### src/rtl/vectored_interrupt_controller_if.sv
// Handshake between the interrupt controller and the hazard control unit.
// The controller drives the request side; the hazard unit drives state, ack and return.
interface vectored_interrupt_controller_if #(
  parameter int ADDR_W  = 14,
  parameter int ID_W    = 3,
  parameter int STATE_W = 4
);
  logic [STATE_W-1:0] hazard_unit_state;
  logic               int_ack;
  logic               int_ret;
  logic               interrupt;
  logic [ADDR_W-1:0]  int_vec_addr;
  logic [ID_W-1:0]    int_id;
  logic               in_service;

  modport master (
    input  hazard_unit_state, int_ack, int_ret,
    output interrupt, int_vec_addr, int_id, in_service
  );

  modport slave (
    output hazard_unit_state, int_ack, int_ret,
    input  interrupt, int_vec_addr, int_id, in_service
  );
endinterface

### src/rtl/vectored_interrupt_controller.sv
// Multi-channel vectored interrupt controller: per-channel edge/level latching, masking,
// fixed-priority arbitration and a request/ack/return handshake toward the hazard unit.
module vectored_interrupt_controller #(
  parameter int                 NUM_IRQ         = 8,
  parameter int                 ADDR_W          = 14,
  parameter logic [ADDR_W-1:0]  VEC_BASE        = 14'h0010,
  parameter int                 VEC_STRIDE_LOG2 = 2,
  parameter int                 STATE_W         = 4,
  parameter logic [STATE_W-1:0] ACCEPT_STATE    = 4'h0
) (
  input  logic                clock,
  input  logic                reset,
  input  logic [NUM_IRQ-1:0]  irq_in,
  input  logic [NUM_IRQ-1:0]  irq_mask_en,
  input  logic [NUM_IRQ-1:0]  irq_edge_mode,
  input  logic                global_en,
  input  logic [NUM_IRQ-1:0]  sw_clear,
  output logic [NUM_IRQ-1:0]  pending,
  vectored_interrupt_controller_if.master hz
);
  localparam int ID_W = (NUM_IRQ > 1) ? $clog2(NUM_IRQ) : 1;

  typedef enum logic [1:0] {IDLE, REQ, SERVICE} state_t;

  state_t             state;
  state_t             state_next;
  logic [NUM_IRQ-1:0] irq_prev;
  logic [NUM_IRQ-1:0] pending_next;
  logic [NUM_IRQ-1:0] eligible;
  logic [ID_W-1:0]    sel_id;
  logic [ADDR_W-1:0]  sel_vec;
  logic               ack_fire;

  assign ack_fire = (state == REQ) && hz.int_ack;
  assign eligible = global_en ? (pending & irq_mask_en) : '0;

  // Edge channels: a new rise beats any clear arriving in the same cycle.
  always_comb begin
    pending_next = '0;
    for (int i = 0; i < NUM_IRQ; i++) begin
      if (irq_edge_mode[i])
        pending_next[i] = (irq_in[i] & ~irq_prev[i]) |
                          (pending[i] & ~(sw_clear[i] | (ack_fire && (hz.int_id == ID_W'(i)))));
      else
        pending_next[i] = irq_in[i];
    end
  end

  always_comb begin
    sel_id = '0;
    for (int i = NUM_IRQ - 1; i >= 0; i--) begin
      if (eligible[i]) sel_id = ID_W'(i);
    end
    sel_vec = VEC_BASE + (ADDR_W'(sel_id) << VEC_STRIDE_LOG2);
  end

  always_ff @(posedge clock) begin
    if (reset) begin
      irq_prev <= '0;
      pending  <= '0;
    end else begin
      irq_prev <= irq_in;
      pending  <= pending_next;
    end
  end

  always_ff @(posedge clock) begin
    if (reset) state <= IDLE;
    else       state <= state_next;
  end

  // A raised request is committed: only int_ack can retire it.
  always_comb begin
    state_next = state;
    case (state)
      IDLE:    if ((|eligible) && (hz.hazard_unit_state == ACCEPT_STATE)) state_next = REQ;
      REQ:     if (hz.int_ack) state_next = SERVICE;
      SERVICE: if (hz.int_ret) state_next = IDLE;
      default: state_next = IDLE;
    endcase
  end

  always_ff @(posedge clock) begin
    if (reset) begin
      hz.int_id       <= '0;
      hz.int_vec_addr <= VEC_BASE;
    end else if ((state == IDLE) && (state_next == REQ)) begin
      hz.int_id       <= sel_id;
      hz.int_vec_addr <= sel_vec;
    end
  end

  always_comb begin
    hz.interrupt  = (state == REQ);
    hz.in_service = (state == SERVICE);
  end
endmodule

### src/flat_wrapper.sv
// flat-port wrapper written by rule: the top's interface ports become plain ports
module vectored_interrupt_controller_flat 
#(
  parameter int                 NUM_IRQ         = 8,
  parameter int                 ADDR_W          = 14,
  parameter logic [ADDR_W-1:0]  VEC_BASE        = 14'h0010,
  parameter int                 VEC_STRIDE_LOG2 = 2,
  parameter int                 STATE_W         = 4,
  parameter logic [STATE_W-1:0] ACCEPT_STATE    = 4'h0
)
  (clock, reset, irq_in, irq_mask_en, irq_edge_mode, global_en, sw_clear, pending, hz_hazard_unit_state, hz_int_ack, hz_int_ret, hz_interrupt, hz_int_vec_addr, hz_int_id, hz_in_service);
  vectored_interrupt_controller_if #(.ADDR_W(ADDR_W), .ID_W(3), .STATE_W(STATE_W)) hz_i ();
  input  logic clock;
  input  logic reset;
  input  logic [NUM_IRQ-1:0] irq_in;
  input  logic [NUM_IRQ-1:0] irq_mask_en;
  input  logic [NUM_IRQ-1:0] irq_edge_mode;
  input  logic global_en;
  input  logic [NUM_IRQ-1:0] sw_clear;
  output logic [NUM_IRQ-1:0] pending;
  input wire logic [$bits(hz_i.hazard_unit_state)-1:0] hz_hazard_unit_state;
  input wire logic [$bits(hz_i.int_ack)-1:0] hz_int_ack;
  input wire logic [$bits(hz_i.int_ret)-1:0] hz_int_ret;
  output wire logic [$bits(hz_i.interrupt)-1:0] hz_interrupt;
  output wire logic [$bits(hz_i.int_vec_addr)-1:0] hz_int_vec_addr;
  output wire logic [$bits(hz_i.int_id)-1:0] hz_int_id;
  output wire logic [$bits(hz_i.in_service)-1:0] hz_in_service;
  assign hz_i.hazard_unit_state = hz_hazard_unit_state;
  assign hz_i.int_ack = hz_int_ack;
  assign hz_i.int_ret = hz_int_ret;
  assign hz_interrupt = hz_i.interrupt;
  assign hz_int_vec_addr = hz_i.int_vec_addr;
  assign hz_int_id = hz_i.int_id;
  assign hz_in_service = hz_i.in_service;
  vectored_interrupt_controller #(.NUM_IRQ(NUM_IRQ), .ADDR_W(ADDR_W), .VEC_BASE(VEC_BASE), .VEC_STRIDE_LOG2(VEC_STRIDE_LOG2), .STATE_W(STATE_W), .ACCEPT_STATE(ACCEPT_STATE)) u_core (.clock(clock), .reset(reset), .irq_in(irq_in), .irq_mask_en(irq_mask_en), .irq_edge_mode(irq_edge_mode), .global_en(global_en), .sw_clear(sw_clear), .pending(pending), .hz(hz_i));
endmodule
### config.mk
export PLATFORM = sky130hd
export DESIGN_NAME = vectored_interrupt_controller_flat
export DESIGN_NICKNAME = d
export VERILOG_FILES = /design/src/rtl/vectored_interrupt_controller_if.sv /design/src/rtl/vectored_interrupt_controller.sv /design/src/flat_wrapper.sv
export SDC_FILE = /design/constraint.sdc
export NUM_CORES = 1
export LEC_CHECK = 0
export CAP_MARGIN = 10
export CORE_ASPECT_RATIO = 1.2
export CORE_MARGIN = 2
export CORE_UTILIZATION = 39
export DETAILED_ROUTE_END_ITERATION = 7
export HOLD_SLACK_MARGIN = 0.12
export PLACE_DENSITY = 0.95
export SLEW_MARGIN = 15
export SYNTH_ARGS = -nofsm -noshare
export SYNTH_HDL_FRONTEND = slang
export SYNTH_SLANG_ARGS = --single-unit
### constraint.sdc
create_clock -name clock -period 2.5 [get_ports clock]
set_input_delay 0.5 -clock clock [delete_from_list [all_inputs] [get_ports clock]]
set_output_delay 0.5 -clock clock [all_outputs]
set_load 0.005 [all_outputs]
==> impl_metrics.py <==
metrics = {
    "grt": {
        "grt_max_degree": 17,
        "grt_first_pass_wirelength_um": 4710,
        "grt_overflow": 0,
        "antenna_found_initial": 0,
        "first_global_vias": 1106,
        "grt_usage_pct": 18.8,
    },
    "cts": {
        "clk_latency_ps": 300,
        "cts-buffers-inserted": 3,
        "clkSlewWorstSetupHoldPaths_ps": 110,
        "h-tree-depth": 1,
        "cts_root_buffer": "clkbuf_4",
        "postCtsHoldBufs": 0,
        "post_cts_resized": 0,
        "clock-sinks": 22,
        "cts_setup_buffers": 0,
        "cts_buffer_depth": 2,
        "tritoncts": "built",
    },
    "synthesis": {
        "syn_area_per_cell_um2": 8.93,
        "yosys.area.top_type_share_pct": 39.8,
        "syn_area_um2": 1110,
        "netlist_top_cells_area": "dfxtp_1 40%, buf_4 8.8%, nand2_1 6.4%, nor2b_1 5.6%, nor4bb_1 4.5%",
        "async_flop_share_pct": 0,
        "synth_top_cell_by_area": "dfxtp_1",
        "ys_dominant_reg_cell": "dfxtp_1",
        "ys_seq_area_share_pct": 39.8,
        "synth_edf_count": 0,
        "yosys_warnings": 0,
        "ys_seq_elements": 22,
        "synth_cells": 124,
        "ys_types": 30,
    },
    "critical_path": {
        "r2r_slack_ps": 1190,
        "worst_ep_required_time_ps": 2000,
        "cpPeakStageDelay_ps": 520,
        "reg2regPathDepth": 4,
        "path_cells": "nor2b_1, clkdlybuf4s50_1",
        "crit_family": "buffers and inverters",
        "cp.buffers_inverters": 1,
        "crit_fanout": 6,
        "crit_arrival_ps": 1440,
        "r2r_end": "u_core.hz.int_id[1]",
        "reg2reg_from": "u_core.pending[4]",
        "crit_type": "flip-flop to primary output",
        "startpoint_type": "flip-flop",
        "cp_slowest_cell": "clkdlybuf4s50_1",
        "setup.worst_path.end_class": "primary output",
    },
    "layout": {
        "fillers": 253,
        "syn_to_final_growth_pct": 51.0,
        "multi_input_area_um2": 588,
        "seqCellArea_um2": 440,
        "nets": 220,
        "diodes": 0,
        "final_layout_size_suffix_gt1_share_pct": 4.52,
    },
    "worst_hold_path": {
        "min_to": "u_core.pending[4]",
        "hp-class": "flip-flop to flip-flop",
        "min_from": "u_core.irq_prev[4]",
        "holdPathStages": 3,
    },
    "route": {
        "firstDrtPassIters": 4,
        "wirelength_um": 2860,
        "remaining_drc_errors": 0,
        "antenna_left": 0,
        "viasPerCell": 5.29,
        "wl_per_cell_um": 13.5,
        "drtIter0Drc": 24,
        "vias": 1116,
    },
    "die": {
        "boundaryPins": 68,
        "row_count": 21,
        "dieArea_um2": 3280,
        "core_um2": 2760,
        "die-width_um": 52.6,
        "die_y_um": 62.4,
        "start_util_pct": 40.1,
    },
    "power_and_ir_drop": {
        "ir_worst_vdd_uv": 248,
        "power_mw": 0.683,
        "p_leak_nw": 0.623,
        "power_density_nw_per_um2": 408,
    },
    "timing": {
        "fin_crit_ps": 1940,
        "rsz0062_at_grt": "no",
        "fin_crit_sh_pct": 77.8,
        "max_freq_mhz": 514,
        "slew_violations": 0,
        "hold_viol": 0,
        "hold_slack_ps": 485,
        "fin_setup_tns_ps": 0,
        "setup_violations": 0,
        "clock_skew_ps": 4.14,
    },
    "run_status": {
        "status": "finished, final reports clean",
    },
    "placement": {
        "gpl.final_weighted_congestion": 0.873,
        "io_buffers": 57,
        "dp_hpwl_um": 2400,
    },
    "flow_run": {
        "cap_viol_max_count": 0,
    },
}
-- worst max path at each step --
| stage | start | endpoint | cells past startpoint |
|---|---|---|---|
| 2_1_floorplan | hz_hazard_unit_state[1] | u_core.hz.int_vec_addr[4] | 4 |
| 3_3_place_gp | hz_hazard_unit_state[1] | u_core.hz.int_vec_addr[4] | 5 |
| 5_1_grt | u_core.state[0] | hz_interrupt | 2 |
| 4_1_cts | u_core.state[0] | hz_interrupt | 2 |
| 6_report | u_core.state[0] | hz_interrupt | 2 |
| 3_5_place_dp | reset | u_core.pending[7] | 5 |
-- state kept, by name, summed over array words and instances, names as in the netlist --
signal,cells
u_core.irq_prev,8
u_core.hz.int_id,3
u_core.pending,8
u_core.state,2
u_core.hz.int_vec_addr,1
-- layer usage --
layer / routed length [um] / global-route usage, %
met1: 1010 / 21.1
met2: 1580 / 33.9
met3: 213 / 2.63
met4: 50 / 7.69
met5: 0 / 0
-- cells in the mapped netlist, drive strengths merged (2+ instances only) --
master	n
nor3b	2
a21oi	2
dfxtp	22
nand3b	3
nand3	4
nand4bb	3
nand2	20
nor2b	10
buf	13
nor4bb	5
a22o	5
clkbuf	4
o21ai	6
a22oi	6
nor2	3
nand2b	4
mux2i	2
-- cell usage in the layout (no fill, tap or decap), types with 2 or more instances in the layout --
cell	synthesis	layout
nor4bb_1	5	5
clkbuf_4	0	3
o21ai_1	3	3
nor3b_1	2	2
nand3_1	4	4
nand2b_1	4	4
o21ai_0	2	2
a22oi_1	6	6
nor2_1	3	3
a21oi_1	2	2
dfxtp_1	22	22
a22o_1	5	5
mux2i_1	2	2
nand2_1	19	19
clkdlybuf4s50_1	0	57
nor2b_1	10	10
nand3b_1	3	3
nand4bb_1	3	3
conb_1	1	10
-- worst reg2reg max path, cell delays in order, from the launching register on --
cell and delay [ps]:
dfxtp_1 370, a22oi_1 240, nand2_1 150, o21ai_2 280, mux2i_1 210
-- final cells by class --
| class | count | share of cell area (%) |
|---|---|---|
| clock buffer | 3 | 1.35 |
| multi-input combinational | 94 | 35.2 |
| sequential | 22 | 26.3 |
| tap | 34 | 2.54 |
| timing repair buffer | 58 | 34.6 |
-- power by group --
group          total (mW)  switching, mW  internal (mW)
sequential          0.382         0.0145          0.367
clock               0.157          0.101         0.0561
combinational       0.144         0.0467         0.0970
total               0.683          0.162          0.520
-- cell families after synthesis --
group	synth area share [%]
buffers and inverters	10.2
flip-flops	39.8
AND/OR/NAND/NOR	31.2
multiplexers	1.81
other	0.339
AO/OA/AOI/OAI	16.7
-- metrics by stage --
| step | setup WS (ps) | util [%] | area (um2) | cells |
|---|---|---|---|---|
| floorplan | 1090 | - | 1140 | 133 |
| global placement | 647 | 59.8 | 1650 | 208 |
| detailed placement | 575 | 59.8 | 1650 | 208 |
| CTS | 544 | 60.6 | 1670 | 211 |
| global route | 443 | 60.6 | 1670 | 211 |
| finish | 556 | 60.6 | 1670 | 211 |
(Power assumes the default switching activity.)
